<file path="config.mk">
export PLATFORM = sky130hd
export DESIGN_NAME = fft_io_sequencer
export DESIGN_NICKNAME = d
export VERILOG_FILES = /design/src/rtl/fft_io_sequencer.sv
export SDC_FILE = /design/constraint.sdc
export NUM_CORES = 1
export LEC_CHECK = 0
export CAP_MARGIN = 20
export CORE_MARGIN = 2
export CORE_UTILIZATION = 47
export DETAILED_ROUTE_END_ITERATION = 6
export GPL_ROUTABILITY_DRIVEN = 1
export PLACE_DENSITY = 0.93
export SLEW_MARGIN = 40
export SYNTH_ARGS = -nofsm -noshare
export SYNTH_HDL_FRONTEND = slang
export SYNTH_SLANG_ARGS = --single-unit
</file>
<file path="constraint.sdc">
create_clock -name clk -period 4.3 [get_ports clk]
set_input_delay 1.075 -clock clk [delete_from_list [all_inputs] [get_ports clk]]
set_output_delay 1.075 -clock clk [all_outputs]
set_load 0.005 [all_outputs]
</file>
<file path="src/rtl/fft_io_sequencer.sv">
// fft_io_sequencer: input/output sequencer for the 32-point radix-2 DIT FFT core.
// It loads samples into the shared memory at bit-reversed addresses and launches
// the address generator. Once that finishes, it streams the results out in
// natural order through a 2-entry skid FIFO.
module fft_io_sequencer #(
    parameter int unsigned DATA_W = 16,
    parameter int unsigned LOG2N  = 5
) (
    input  logic                  clk,
    input  logic                  clr,
    input  logic                  in_valid,
    output logic                  in_ready,
    input  logic [DATA_W-1:0]     in_re,
    input  logic [DATA_W-1:0]     in_im,
    output logic                  out_valid,
    input  logic                  out_ready,
    output logic [DATA_W-1:0]     out_re,
    output logic [DATA_W-1:0]     out_im,
    output logic                  mem_own,
    output logic [LOG2N-1:0]      mem_addr,
    output logic [2*DATA_W-1:0]   mem_wdata,
    output logic                  mem_we,
    input  logic [2*DATA_W-1:0]   mem_rdata,
    output logic                  start_fft,
    input  logic                  fft_done,
    output logic                  busy
);

    localparam int unsigned N = 1 << LOG2N;
    localparam logic [LOG2N-1:0] LastIdx = LOG2N'(N - 1);
    localparam logic [LOG2N:0] LastOut = (LOG2N + 1)'(N - 1);

    typedef enum logic [1:0] {StLoad, StStart, StWait, StUnload} state_e;

    state_e                 state_q, state_d;
    logic [LOG2N-1:0]       cnt_q, cnt_d;
    logic [LOG2N:0]         rd_cnt_q, rd_cnt_d;   // MSB set once all reads issued
    logic [LOG2N:0]         out_cnt_q, out_cnt_d;
    logic                   armed_q, armed_d;
    logic                   rdy_q, rdy_d;         // holds in_ready low until first edge
    logic                   inflight_q, inflight_d;
    logic [2*DATA_W-1:0]    fifo_q [2];
    logic [2*DATA_W-1:0]    fifo_d [2];
    logic                   wr_ptr_q, wr_ptr_d;
    logic                   rd_ptr_q, rd_ptr_d;
    logic [1:0]             occ_q, occ_d;

    logic [LOG2N-1:0]       cnt_rev;
    logic [1:0]             occ_eff;
    logic                   issue;
    logic                   push;
    logic                   pop;

    // Bit-reverse the load counter to form the write address.
    always_comb begin
        cnt_rev = '0;
        for (int i = 0; i < int'(LOG2N); i++) begin
            cnt_rev[i] = cnt_q[int'(LOG2N) - 1 - i];
        end
    end

    // State registers with asynchronous reset.
    always_ff @(posedge clk or posedge clr) begin
        if (clr) begin
            state_q    <= StLoad;
            cnt_q      <= '0;
            rd_cnt_q   <= '0;
            out_cnt_q  <= '0;
            armed_q    <= 1'b0;
            rdy_q      <= 1'b0;
            inflight_q <= 1'b0;
            fifo_q[0]  <= '0;
            fifo_q[1]  <= '0;
            wr_ptr_q   <= 1'b0;
            rd_ptr_q   <= 1'b0;
            occ_q      <= '0;
        end else begin
            state_q    <= state_d;
            cnt_q      <= cnt_d;
            rd_cnt_q   <= rd_cnt_d;
            out_cnt_q  <= out_cnt_d;
            armed_q    <= armed_d;
            rdy_q      <= rdy_d;
            inflight_q <= inflight_d;
            fifo_q[0]  <= fifo_d[0];
            fifo_q[1]  <= fifo_d[1];
            wr_ptr_q   <= wr_ptr_d;
            rd_ptr_q   <= rd_ptr_d;
            occ_q      <= occ_d;
        end
    end

    // Next-state logic, memory port control and output FIFO bookkeeping.
    always_comb begin
        state_d    = state_q;
        cnt_d      = cnt_q;
        rd_cnt_d   = rd_cnt_q;
        out_cnt_d  = out_cnt_q;
        armed_d    = armed_q;
        rdy_d      = 1'b1;
        inflight_d = inflight_q;
        fifo_d     = fifo_q;
        wr_ptr_d   = wr_ptr_q;
        rd_ptr_d   = rd_ptr_q;
        occ_d      = occ_q;

        in_ready   = 1'b0;
        mem_own    = 1'b1;
        mem_addr   = '0;
        mem_wdata  = {in_re, in_im};
        mem_we     = 1'b0;
        start_fft  = 1'b0;
        out_valid  = (occ_q != 2'd0);
        push       = inflight_q;
        pop        = out_valid & out_ready;
        // Occupancy after this cycle's pop and push; a read issued now lands next cycle.
        occ_eff    = occ_q - {1'b0, pop} + {1'b0, inflight_q};
        issue      = 1'b0;

        unique case (state_q)
            StLoad: begin
                in_ready = rdy_q;
                mem_addr = cnt_rev;
                if (in_valid && rdy_q) begin
                    mem_we = 1'b1;
                    cnt_d  = cnt_q + LOG2N'(1);
                    if (cnt_q == LastIdx) begin
                        state_d = StStart;
                    end
                end
            end
            StStart: begin
                mem_own   = 1'b0;
                start_fft = 1'b1;
                armed_d   = 1'b0;
                state_d   = StWait;
            end
            StWait: begin
                mem_own   = 1'b0;
                start_fft = 1'b1;
                // A done level seen before it has been low once is stale.
                if (!fft_done) begin
                    armed_d = 1'b1;
                end else if (armed_q) begin
                    state_d = StUnload;
                end
            end
            StUnload: begin
                mem_addr   = rd_cnt_q[LOG2N-1:0];
                issue      = !rd_cnt_q[LOG2N] && (occ_eff < 2'd2);
                inflight_d = issue;
                if (issue) begin
                    rd_cnt_d = rd_cnt_q + (LOG2N + 1)'(1);
                end
                if (push) begin
                    fifo_d[wr_ptr_q] = mem_rdata;
                    wr_ptr_d         = ~wr_ptr_q;
                end
                if (pop) begin
                    rd_ptr_d  = ~rd_ptr_q;
                    out_cnt_d = out_cnt_q + (LOG2N + 1)'(1);
                end
                occ_d = occ_q + {1'b0, push} - {1'b0, pop};
                if (pop && out_cnt_q == LastOut) begin
                    state_d    = StLoad;
                    cnt_d      = '0;
                    rd_cnt_d   = '0;
                    out_cnt_d  = '0;
                    inflight_d = 1'b0;
                    wr_ptr_d   = 1'b0;
                    rd_ptr_d   = 1'b0;
                    occ_d      = '0;
                end
            end
            default: state_d = StLoad;
        endcase
    end

    assign out_re = fifo_q[rd_ptr_q][2*DATA_W-1:DATA_W];
    assign out_im = fifo_q[rd_ptr_q][DATA_W-1:0];
    assign busy   = !((state_q == StLoad) && (cnt_q == '0));

endmodule
</file>
==> flow_summary.ini <==
[status]
status = finished, final reports clean

[cells_and_area]
layout-drive-gt1-share_pct = 30.19
final_area_sq_mm = 0.005413
num-nets-final = 499
final_core_util_pct = 58.30
num_antenna_cells = 0
area_growth_pct = 19.57

[placed_design]
place_hpwl_um = 6290
port_buffers = 79
gp_congestion = 0.7804
placed_area_sq_mm = 0.005244

[sta]
fmax_mhz = 300.4
drv_slew = 0
tightest_slew_ps = 728.5
rsz0062_at_grt = no
setup_viol = 0
min_period_ps = 3329
timing.hold.ws_ps = 508.1
totalNegativeSetupSlack_ps = 0
slew_headroom_pct = 51.06
hold_violations = 0
finalCritPeriodShare_pct = 77.42
skew_ps = 12.90

[setup_path]
startpoint_type = input pin
path_max_fanout = 2
criticalPathCategory = in -> out
rr_endpoint = rd_cnt_q[4]
crit_required_ps = 3220
r2r_slack_ps = 2000
reg2reg_from = occ_q[0]
reg2reg_depth = 9
critPathCaptureType = primary output
crit_arrival_ps = 2250

[detailed_routing]
ant_nets = 0
firstDrtPassIters = 4
initialDrtViolationCount = 120
viasPerCell = 5.382
remaining_drc_errors = 0
wl_um = 8930
wl_per_cell_um = 16.15
vias = 2976

[logic_synthesis]
yosys.area.top_type = dfrtp_1
synthArstFlopShare_pct = 100.0
yosys.area.top_type_share_pct = 49.75
synth_area_leaders = dfrtp_1 (50%), mux2_2 (24%), buf_4 (5.3%)
ys_types = 47
synthesis.nets = 450
synth_seq_cells = 90
synth_most_common_cell = mux2_2
ys_seq_area_share_pct = 49.75
synth_edf_count = 0
synthCells = 371
yosysWarnings = 0
synthTopCellsByCount = mux2_2 (98), dfrtp_1 (90), buf_4 (32), nand2_1 (17), inv_1 (14)
synth_ff_type = dfrtp_1
syn-cell-area_sq_mm = 0.004527
synth_area_per_cell_sq_um = 12.20

[worst_hold_path]
hp-start = fifo_q[19]
hp-class = reg -> reg
hold_path_end = fifo_q[19]
hold-path-cell-count = 1

[power_and_ir_drop]
swShare_pct = 32.14
peakVddDrop_v = 0.0004154
switchingPower_mw = 1.239
power_frac_seq_pct = 38.5
powerDensity_mw_per_mm2 = 712.2
p_int_mw = 2.616
clockPowerShare_pct = 13.3
leakagePower_nw = 2.286
p_comb_share_pct = 48.2

[global_route]
grt.total_usage_pct = 17.52
grt_util_met3_pct = 3.557
grt_start_max_net_pins = 53
grt_pass1_wl_um = 14320
first_global_vias = 3047
grtUsageMet1_pct = 21.52
antenna_found_initial = 0
overflow = 0
grt.busiest_layer = met2
globalRouteMet2Util_pct = 30.67

[clock_network]
numClockSinks = 90
clock_path_buffers = 2
cts_resized = 0
postCtsSetupBuffers = 0
numCtsBuffers = 9
insertion_delay_ps = 350
cts_tree = done
path_clk_slew_ps = 80
cts_hold_buf = 0
cts.htree.levels = 3
cts-root-buf = clkbuf_8

[floorplanning]
die_h_um = 102.1
ioPinCount = 144
die_x_um = 102.1
dieArea_sq_mm = 0.01043
initial_core_util_pct = 48.76
fp-row-count = 35
core_area_sq_mm = 0.009284

[job]
cap_violations = 0
==> cell usage in the layout (no fill, tap or decap), drive strengths merged, types with 10 or more instances in the layout <==
cell,count
mux2,98
nand2,17
o21ai,11
clkdlybuf4s50,79
nor2,10
ha,10
inv,14
dfrtp,90
clkbuf,10
==> critical path, stage by stage <==
cell             delay (ps)
clkdlybuf4s50_1         470
and3_1                  200
clkdlybuf4s50_1         510
==> sequential cells by signal, summed over array words and instances (netlist names) <==
register and flops:
fifo_q 64, out_cnt_q 6, rd_cnt_q 6, cnt_q 5, occ_q 2, state_q 2
armed_q 1, inflight_q 1, rd_ptr_q 1, rdy_q 1, wr_ptr_q 1
==> metal layers <==
| layer | vias to the layer above | part of all wire, % |
|---|---|---|
| li1 | 1388 | - |
| met2 | 79 | 51 |
| met4 | 0 | 1.6 |
| met1 | 1493 | 43 |
| met5 | - | 0 |
| met3 | 16 | 4.9 |
==> cell type report <==
type                            instances  area [sq um]
Multi-Input combinational cell        220          1928
Timing Repair Buffer                   85         848.3
Fill cell                             785          3871
Sequential cell                        90          2252
Clock buffer                           10         127.6
Clock inverter                          5         41.29
Inverter                               14         53.80
Tap cell                              129         161.4
==> power groups by stage <==
stage / clock network [mW] / logic (mW) / registers [mW]
4_1_cts: 0.527 / 1.88 / 1.48
3_3_place_gp: 0 / 1.82 / 1.45
2_1_floorplan: 0 / 1.15 / 1.40
6_report: 0.511 / 1.86 / 1.48
3_5_place_dp: 0 / 1.87 / 1.50
5_1_grt: 0.557 / 2.03 / 1.53
==> through the flow <==
step                      worst slack [ps]  instances  total power, mW
after global placement               915.2        538            3.268
final                                970.8        553            3.855
after global routing                 898.8        553            4.124
after detailed placement             819.3        538            3.370
after floorplan                      889.7        371            2.549
after CTS                            968.2        553            3.891
==> worst max path at each step <==
stage | start | to | slack (ps) | cells past startpoint
floorplan | clr | armed_q | 890 | 1
global placement | out_ready | rd_cnt_q[4] | 920 | 10
detailed placement | out_ready | rd_cnt_q[4] | 820 | 10
CTS | in_valid | mem_we | 970 | 3
global route | state_q[0] | busy | 900 | 6
finish | in_valid | mem_we | 970 | 3
==> cell families after synthesis <==
| logic type | share of synthesized area (%) |
|---|---|
| AOI/OAI and AO/OA | 6.855 |
| xor gates and xnor gates | 0.7740 |
| adders and majority gates | 2.764 |
| buffers and inverters | 7.767 |
| DFF | 49.75 |
| muxes | 24.38 |
| other | 0.08284 |
| and+or+nand+nor | 7.629 |
No activity file was read; power rests on OpenSTA's default activity.
